==> config.mk <==
export PLATFORM = sky130hd
export DESIGN_NAME = apb_gpio_irq
export DESIGN_NICKNAME = d
export VERILOG_FILES = /design/src/rtl/apb_gpio_irq.sv
export SDC_FILE = /design/constraint.sdc
export NUM_CORES = 1
export LEC_CHECK = 0
export ABC_CLOCK_PERIOD_IN_PS = 4320
export CAP_MARGIN = 40
export CORE_MARGIN = 2
export CORE_UTILIZATION = 50
export DETAILED_ROUTE_END_ITERATION = 8
export PLACE_DENSITY = 0.82
export SYNTH_ARGS = -nofsm -noshare
export SYNTH_HDL_FRONTEND = slang
export SYNTH_SLANG_ARGS = --single-unit
export TNS_END_PERCENT = 20
==> constraint.sdc <==
create_clock -name clk -period 4.32 [get_ports clk]
set_input_delay 0.864 -clock clk [delete_from_list [all_inputs] [get_ports clk]]
set_output_delay 0.864 -clock clk [all_outputs]
set_load 0.03 [all_outputs]
==> src/rtl/apb_gpio_irq.sv <==
// APB GPIO port with 2-FF input synchroniser, per-pin debounce filter,
// OR/AND/XOR alias writes and sticky edge/level interrupts on one line.
module apb_gpio_irq #(
    parameter int          NBITS   = 8,
    parameter int          OEPOL   = 0,
    parameter int          DBW     = 8,
    parameter logic [31:0] OUT_RST = 32'h0
) (
    input  logic             clk,
    input  logic             rst,
    input  logic             apbi_psel,
    input  logic             apbi_penable,
    input  logic [31:0]      apbi_paddr,
    input  logic             apbi_pwrite,
    input  logic [31:0]      apbi_pwdata,
    output logic [31:0]      apbo_prdata,
    output logic             apbo_pirq,
    input  logic [NBITS-1:0] gpioi_din,
    output logic [NBITS-1:0] gpioo_dout,
    output logic [NBITS-1:0] gpioo_oen
);

    localparam logic [DBW-1:0] CNT_ONE = DBW'(1);
    localparam logic [DBW-1:0] CNT_MAX = '1;

    logic [NBITS-1:0] out_r, dir_r, imask_r, pol_r, edge_r, iflag_r;
    logic [DBW-1:0]   dbth_r;
    logic [NBITS-1:0] sync1, sync2, filt, filt_d;
    logic [DBW-1:0]   cnt [NBITS];

    logic             wr_en;
    logic [5:0]       reg_addr;
    logic [NBITS-1:0] wdat;
    logic [NBITS-1:0] w1c;
    logic [NBITS-1:0] ev;
    logic             dbth_wr;
    logic [DBW-1:0]   dbth_m1;
    logic             unused_bits;

    // APB handshake: a write commits on the cycle psel & penable & pwrite are
    // all high. There are no wait states (pready is implicitly 1) and prdata
    // is a pure function of paddr, so it is valid throughout the access phase.
    assign wr_en    = apbi_psel & apbi_penable & apbi_pwrite;
    assign reg_addr = apbi_paddr[7:2];
    assign wdat     = apbi_pwdata[NBITS-1:0];
    assign dbth_wr  = wr_en && (reg_addr == 6'h07);
    assign w1c      = (wr_en && (reg_addr == 6'h06)) ? wdat : '0;
    assign dbth_m1  = dbth_r - CNT_ONE;

    assign unused_bits = ^{apbi_paddr[31:8], apbi_paddr[1:0], apbi_pwdata};

    assign gpioo_dout = out_r;
    assign gpioo_oen  = (OEPOL != 0) ? dir_r : ~dir_r;

    // Edge mode looks for a transition towards POL; level mode fires every
    // cycle the filtered pin equals POL.
    assign ev = (edge_r & ((pol_r & filt & ~filt_d) | (~pol_r & ~filt & filt_d)))
              | (~edge_r & ~(filt ^ pol_r));

    always_ff @(posedge clk) begin
        if (rst) begin
            out_r     <= OUT_RST[NBITS-1:0];
            dir_r     <= '0;
            imask_r   <= '0;
            pol_r     <= '0;
            edge_r    <= '0;
            iflag_r   <= '0;
            dbth_r    <= '0;
            apbo_pirq <= 1'b0;
        end else begin
            if (wr_en) begin
                case (reg_addr)
                    6'h01: out_r   <= wdat;
                    6'h15: out_r   <= out_r | wdat;
                    6'h19: out_r   <= out_r & wdat;
                    6'h1D: out_r   <= out_r ^ wdat;
                    6'h02: dir_r   <= wdat;
                    6'h16: dir_r   <= dir_r | wdat;
                    6'h1A: dir_r   <= dir_r & wdat;
                    6'h1E: dir_r   <= dir_r ^ wdat;
                    6'h03: imask_r <= wdat;
                    6'h17: imask_r <= imask_r | wdat;
                    6'h1B: imask_r <= imask_r & wdat;
                    6'h1F: imask_r <= imask_r ^ wdat;
                    6'h04: pol_r   <= wdat;
                    6'h05: edge_r  <= wdat;
                    6'h07: dbth_r  <= apbi_pwdata[DBW-1:0];
                    default: ;
                endcase
            end
            // A new event outranks a write-1-to-clear in the same cycle.
            iflag_r   <= (iflag_r & ~w1c) | (ev & imask_r);
            apbo_pirq <= |iflag_r;
        end
    end

    always_ff @(posedge clk) begin
        if (rst) begin
            sync1  <= '0;
            sync2  <= '0;
            filt   <= '0;
            filt_d <= '0;
            for (int i = 0; i < NBITS; i++) begin
                cnt[i] <= '0;
            end
        end else begin
            sync1  <= gpioi_din;
            sync2  <= sync1;
            filt_d <= filt;
            for (int i = 0; i < NBITS; i++) begin
                if (dbth_r == '0) begin
                    filt[i] <= sync2[i];
                    cnt[i]  <= '0;
                end else if (sync2[i] == filt[i]) begin
                    cnt[i] <= '0;
                end else if (cnt[i] == dbth_m1) begin
                    filt[i] <= sync2[i];
                    cnt[i]  <= '0;
                end else if (cnt[i] != CNT_MAX) begin
                    cnt[i] <= cnt[i] + CNT_ONE;
                end
                // Changing the threshold restarts every pin's qualification.
                if (dbth_wr) begin
                    cnt[i] <= '0;
                end
            end
        end
    end

    always_comb begin
        apbo_prdata = '0;
        case (reg_addr)
            6'h00:                      apbo_prdata[NBITS-1:0] = filt;
            6'h01, 6'h15, 6'h19, 6'h1D: apbo_prdata[NBITS-1:0] = out_r;
            6'h02, 6'h16, 6'h1A, 6'h1E: apbo_prdata[NBITS-1:0] = dir_r;
            6'h03, 6'h17, 6'h1B, 6'h1F: apbo_prdata[NBITS-1:0] = imask_r;
            6'h04:                      apbo_prdata[NBITS-1:0] = pol_r;
            6'h05:                      apbo_prdata[NBITS-1:0] = edge_r;
            6'h06:                      apbo_prdata[NBITS-1:0] = iflag_r;
            6'h07:                      apbo_prdata[DBW-1:0]   = dbth_r;
            default: ;
        endcase
    end

endmodule

==> results.txt <==
----------------------------------------------------
[Outcome]
  Status ... finished clean

[Drt]
  Detailed-route wire length ... 27800 um
  Number of design-rule violations left by the first detailed-router iteration ... 993
  DRC errors left ... 0
  Via-per-instance ratio ... 6.09
  Post-detailed-route wirelength per cell ... 18.8 um
  Post-detailed-route count of antenna-violating nets ... 0
  Count of vias placed by the detailed router ... 9037
  Router iterations before antenna repair ... 5

[Logic synthesis]
  Area share of and/or/nand/nor cells after synthesis ... 19.4%
  Flip-flop cell with the highest count after synthesis ... sky130_fd_sc_hd__dfxtp_1
  Sequential-to-total area share from yosys stat ... 34.8%
  Gate Count Post-Synth ... 1170
  Fraction of synthesized cell area in xor and xnor cells ... 11.0%
  Share of async-settable or async-resettable flops after synthesis ... 0%
  Fraction of the mapped netlist area in adder cells ... 8.58%
  Yosys top cell area share ... 18.1%
  Synthesis warning total ... 0
  Cell taking the most area after synthesis ... sky130_fd_sc_hd__edfxtp_1
  Multiplexer share of the synthesized area ... 3.70%
  Count of flip-flops with a built-in enable after synthesis ... 64
  Netlist area before placement ... 10600 um2
  Unique cell type count in the Yosys netlist ... 77
  Mapped Avg Cell Area ... 9.10 um2
  Cell types with the largest area share after synthesis ... sky130_fd_sc_hd__edfxtp_1 (18%), sky130_fd_sc_hd__dfxtp_1 (17%), sky130_fd_sc_hd__ha_1 (8.6%)
  FF+latch count, synth ... 153
  Largest family of logic cells by synthesized area ... simple AND/OR/NAND/NOR gates
  Complex-gate fraction of the synthesized area ... 15.7%

[Clock network]
  Number of sinks driven by the clock tree ... 153
  Post-CTS Hold Buffers ... 0
  # Post-CTS Setup Buffers ... 0
  Skew-Pair Late Insertion Delay ... 0.44 ns
  Gates resized, CTS repair ... 0
  CTS root buffer ... sky130_fd_sc_hd__clkbuf_16
  H-tree depth ... 4
  CTS tree ... built
  Maximum number of buffers from clock root to sink ... 2
  CTS Buf Count ... 17
  Clock-pin transition on the worst setup and hold timing paths ... 0.07 ns

[GRT]
  Pin count of the biggest net entering global routing ... 82
  Global routing usage summed across all routing layers ... 25.1%
  Global-route wire length before repair ... 44400 um
  Initial antenna violation count ... 0
  Via count of the first global-routing pass ... 8571
  Global-route congestion overflow total ... 0

[Placement]
  DPL Wire Length ... 19400 um
  Number of buffers added on ports ... 51
  Last weighted congestion value of the routability-driven placer ... 0.971

[Timing]
  Final Max Tran Viols ... 0
  Number of setup violations in the final report ... 0
  Max Clk Rate ... 0.251 GHz
  Final worst-path cycle share ... 92.3%
  Worst Skew ... 0.0142 ns
  Setup TNS ... 0 ns
  Post-route minimum period ... 3.99 ns
  Unrepaired setup endpoints after global routing ... false
  Worst slew pin tran ... 0.942 ns
  Hold Fails Final Rpt ... 0
  Normalized max-slew margin ... 37.1%
  Final-layout worst hold slack ... 0.437 ns

[Setup path]
  Reg2Reg Setup Slack ... 0.49 ns
  Data required, critical path ... 3.46 ns
  Worst-path fanout max ... 8
  Crit path from ... apbi_paddr[5]
  Setup crit start kind ... input port
  Slowest stage cell, crit path ... sky130_fd_sc_hd__nor3_1
  Path type of the worst setup path ... in2out
  Number of buffers and inverters on the critical path ... 2
  Data arrival time of the critical path ... 3.12 ns
  CP Cell Sequence ... clkdlybuf4s50_1, nor2_1, nand2_1, nor3_1, a22oi_1, nand3_1, buf_4
  Reg-to-reg startpoint ... dbth_r[0]
  Worst r2r dst ... cnt[1][30]
  Kind of end point of the critical path ... primary output
  Top Family by Delay on Critical Path ... simple AND/OR/NAND/NOR gates
  Delay of the slowest cell on the worst path ... 0.72 ns
  Reg2Reg Depth ... 8

[Final layout]
  Most common cell after layout, fill and taps aside ... sky130_fd_sc_hd__nor2_1
  Fin util ... 56.7%
  Final-stage net count ... 1346
  Most frequent cells in the layout ... sky130_fd_sc_hd__nor2_1 (105), sky130_fd_sc_hd__dfxtp_1 (89), sky130_fd_sc_hd__ha_1 (73)
  Diodes inserted ... 0
  Layout cells sized above 1 ... 8.60%
  Area grow syn2layout ... 11.7%

[Floorplanning]
  Row count ... 53
  Count of pins on the block boundary ... 126
  Horizontal die dimension ... 150 um
  Die ar. ... 22500 um2
  Die Ht ... 150 um
  Placeable core region ... 21000 um2
  Initial Utilization ... 50.8%

[Power and ir drop]
  Total net switching power ... 839 uW
  Worst-case vdd ir drop ... 0.258 mV
  Reported leakage power ... 0.00449 uW
  Clock share of power ... 46.7%
  Switch share ... 26.3%
  Sequential share of power ... 47.4%
  Total power after layout ... 3190 uW
  Total power density per cell area ... 269 nW/um2
  Comb pwr share ... 5.9%
  Internal ... 2350 uW

[Flow run]
  Max_cap viols ... 0

[Min path]
  Startpoint of the most critical hold path ... sync1[5]
  Count of cells along the worst hold path ... 1
  Worst hold path endpoint ... sync2[5]
  Hold crit path type ... reg2reg

----------------------------------------------------
cells by family after synthesis:
logic type      Yosys count
simple gates            402
compound gates          237
buf+inv                 165
flops                   153
xor+xnor                111
fa+ha+maj                73
mux                      28
other cells               1
registers in the layout, summed over array words and instances (netlist names):
| name | count |
|---|---|
| cnt | 64 |
| dbth_r | 8 |
| dir_r | 8 |
| edge_r | 8 |
| filt | 8 |
| filt_d | 8 |
| gpioo_dout | 8 |
| iflag_r | 8 |
| imask_r | 8 |
| pol_r | 8 |
| sync1 | 8 |
| sync2 | 8 |
| apbo_pirq | 1 |
synth_stat cells (33+ instances only):
cell type and count:
sky130_fd_sc_hd__clkbuf_1 46, sky130_fd_sc_hd__nand2_1 61, sky130_fd_sc_hd__ha_1 73, sky130_fd_sc_hd__dfxtp_1 89, sky130_fd_sc_hd__nor2_1 105, sky130_fd_sc_hd__inv_1 71
sky130_fd_sc_hd__nand2b_1 33, sky130_fd_sc_hd__a21oi_1 48, sky130_fd_sc_hd__a22o_1 34, sky130_fd_sc_hd__xnor2_1 67, sky130_fd_sc_hd__nor3_1 38, sky130_fd_sc_hd__o21ai_0 49
sky130_fd_sc_hd__edfxtp_1 64, sky130_fd_sc_hd__nand3_1 45
worst reg2reg max path: cells and delay by family, from the launching register on:
| kind | cells | cell delay [ns] |
|---|---|---|
| buffers and inverters | 2 | 0.34 |
| and+or+nand+nor | 4 | 1.63 |
| AOI/OAI and AO/OA | 1 | 0.40 |
| adders and majority gates | 1 | 0.68 |
| DFF | 1 | 0.45 |
worst max path at each step:
stage	endpoint	slack, ns	cells after the start
2_1_floorplan	apbo_prdata[0]	1.12	5
3_3_place_gp	apbo_prdata[5]	0.50	6
3_5_place_dp	apbo_prdata[5]	0.42	7
4_1_cts	apbo_prdata[5]	0.42	7
5_1_grt	apbo_prdata[7]	0.14	7
6_report	apbo_prdata[5]	0.33	7
power by group through the flow:
stage	registers [uW]	clock network [uW]	logic (uW)
after detailed placement	1550	0	183
after global routing	1510	1550	203
after global placement	1550	0	179
after CTS	1510	1500	185
final	1510	1490	188
after floorplan	1540	0	124
per-stage QoR:
stage / instance area [um2] / cells / setup slack [ns]
2_1_floorplan: 10700 / 1193 / 1.12
3_3_place_gp: 11300 / 1452 / 0.503
3_5_place_dp: 11300 / 1452 / 0.420
4_1_cts: 11900 / 1484 / 0.420
5_1_grt: 11900 / 1484 / 0.136
6_report: 11900 / 1484 / 0.331
layout make-up:
| cell class | instances | area, um2 |
|---|---|---|
| Clock inverter | 14 | 151 |
| Inverter | 71 | 267 |
| Sequential cell | 153 | 3700 |
| Clock buffer | 18 | 439 |
| Fill cell | 1795 | 9060 |
| Timing Repair Buffer | 78 | 688 |
| Multi-Input combinational cell | 875 | 6300 |
| Tap cell | 275 | 344 |
per-layer routing:
metal	GRT usage (%)	vias to the layer above	part of all wire, %
met5	0	-	0
met4	11.5	0	3.8
met3	3.69	84	8.3
met2	39.7	471	46
met1	34.2	4279	42
li1	-	4203	-
Power figures use the tool's default switching activity.
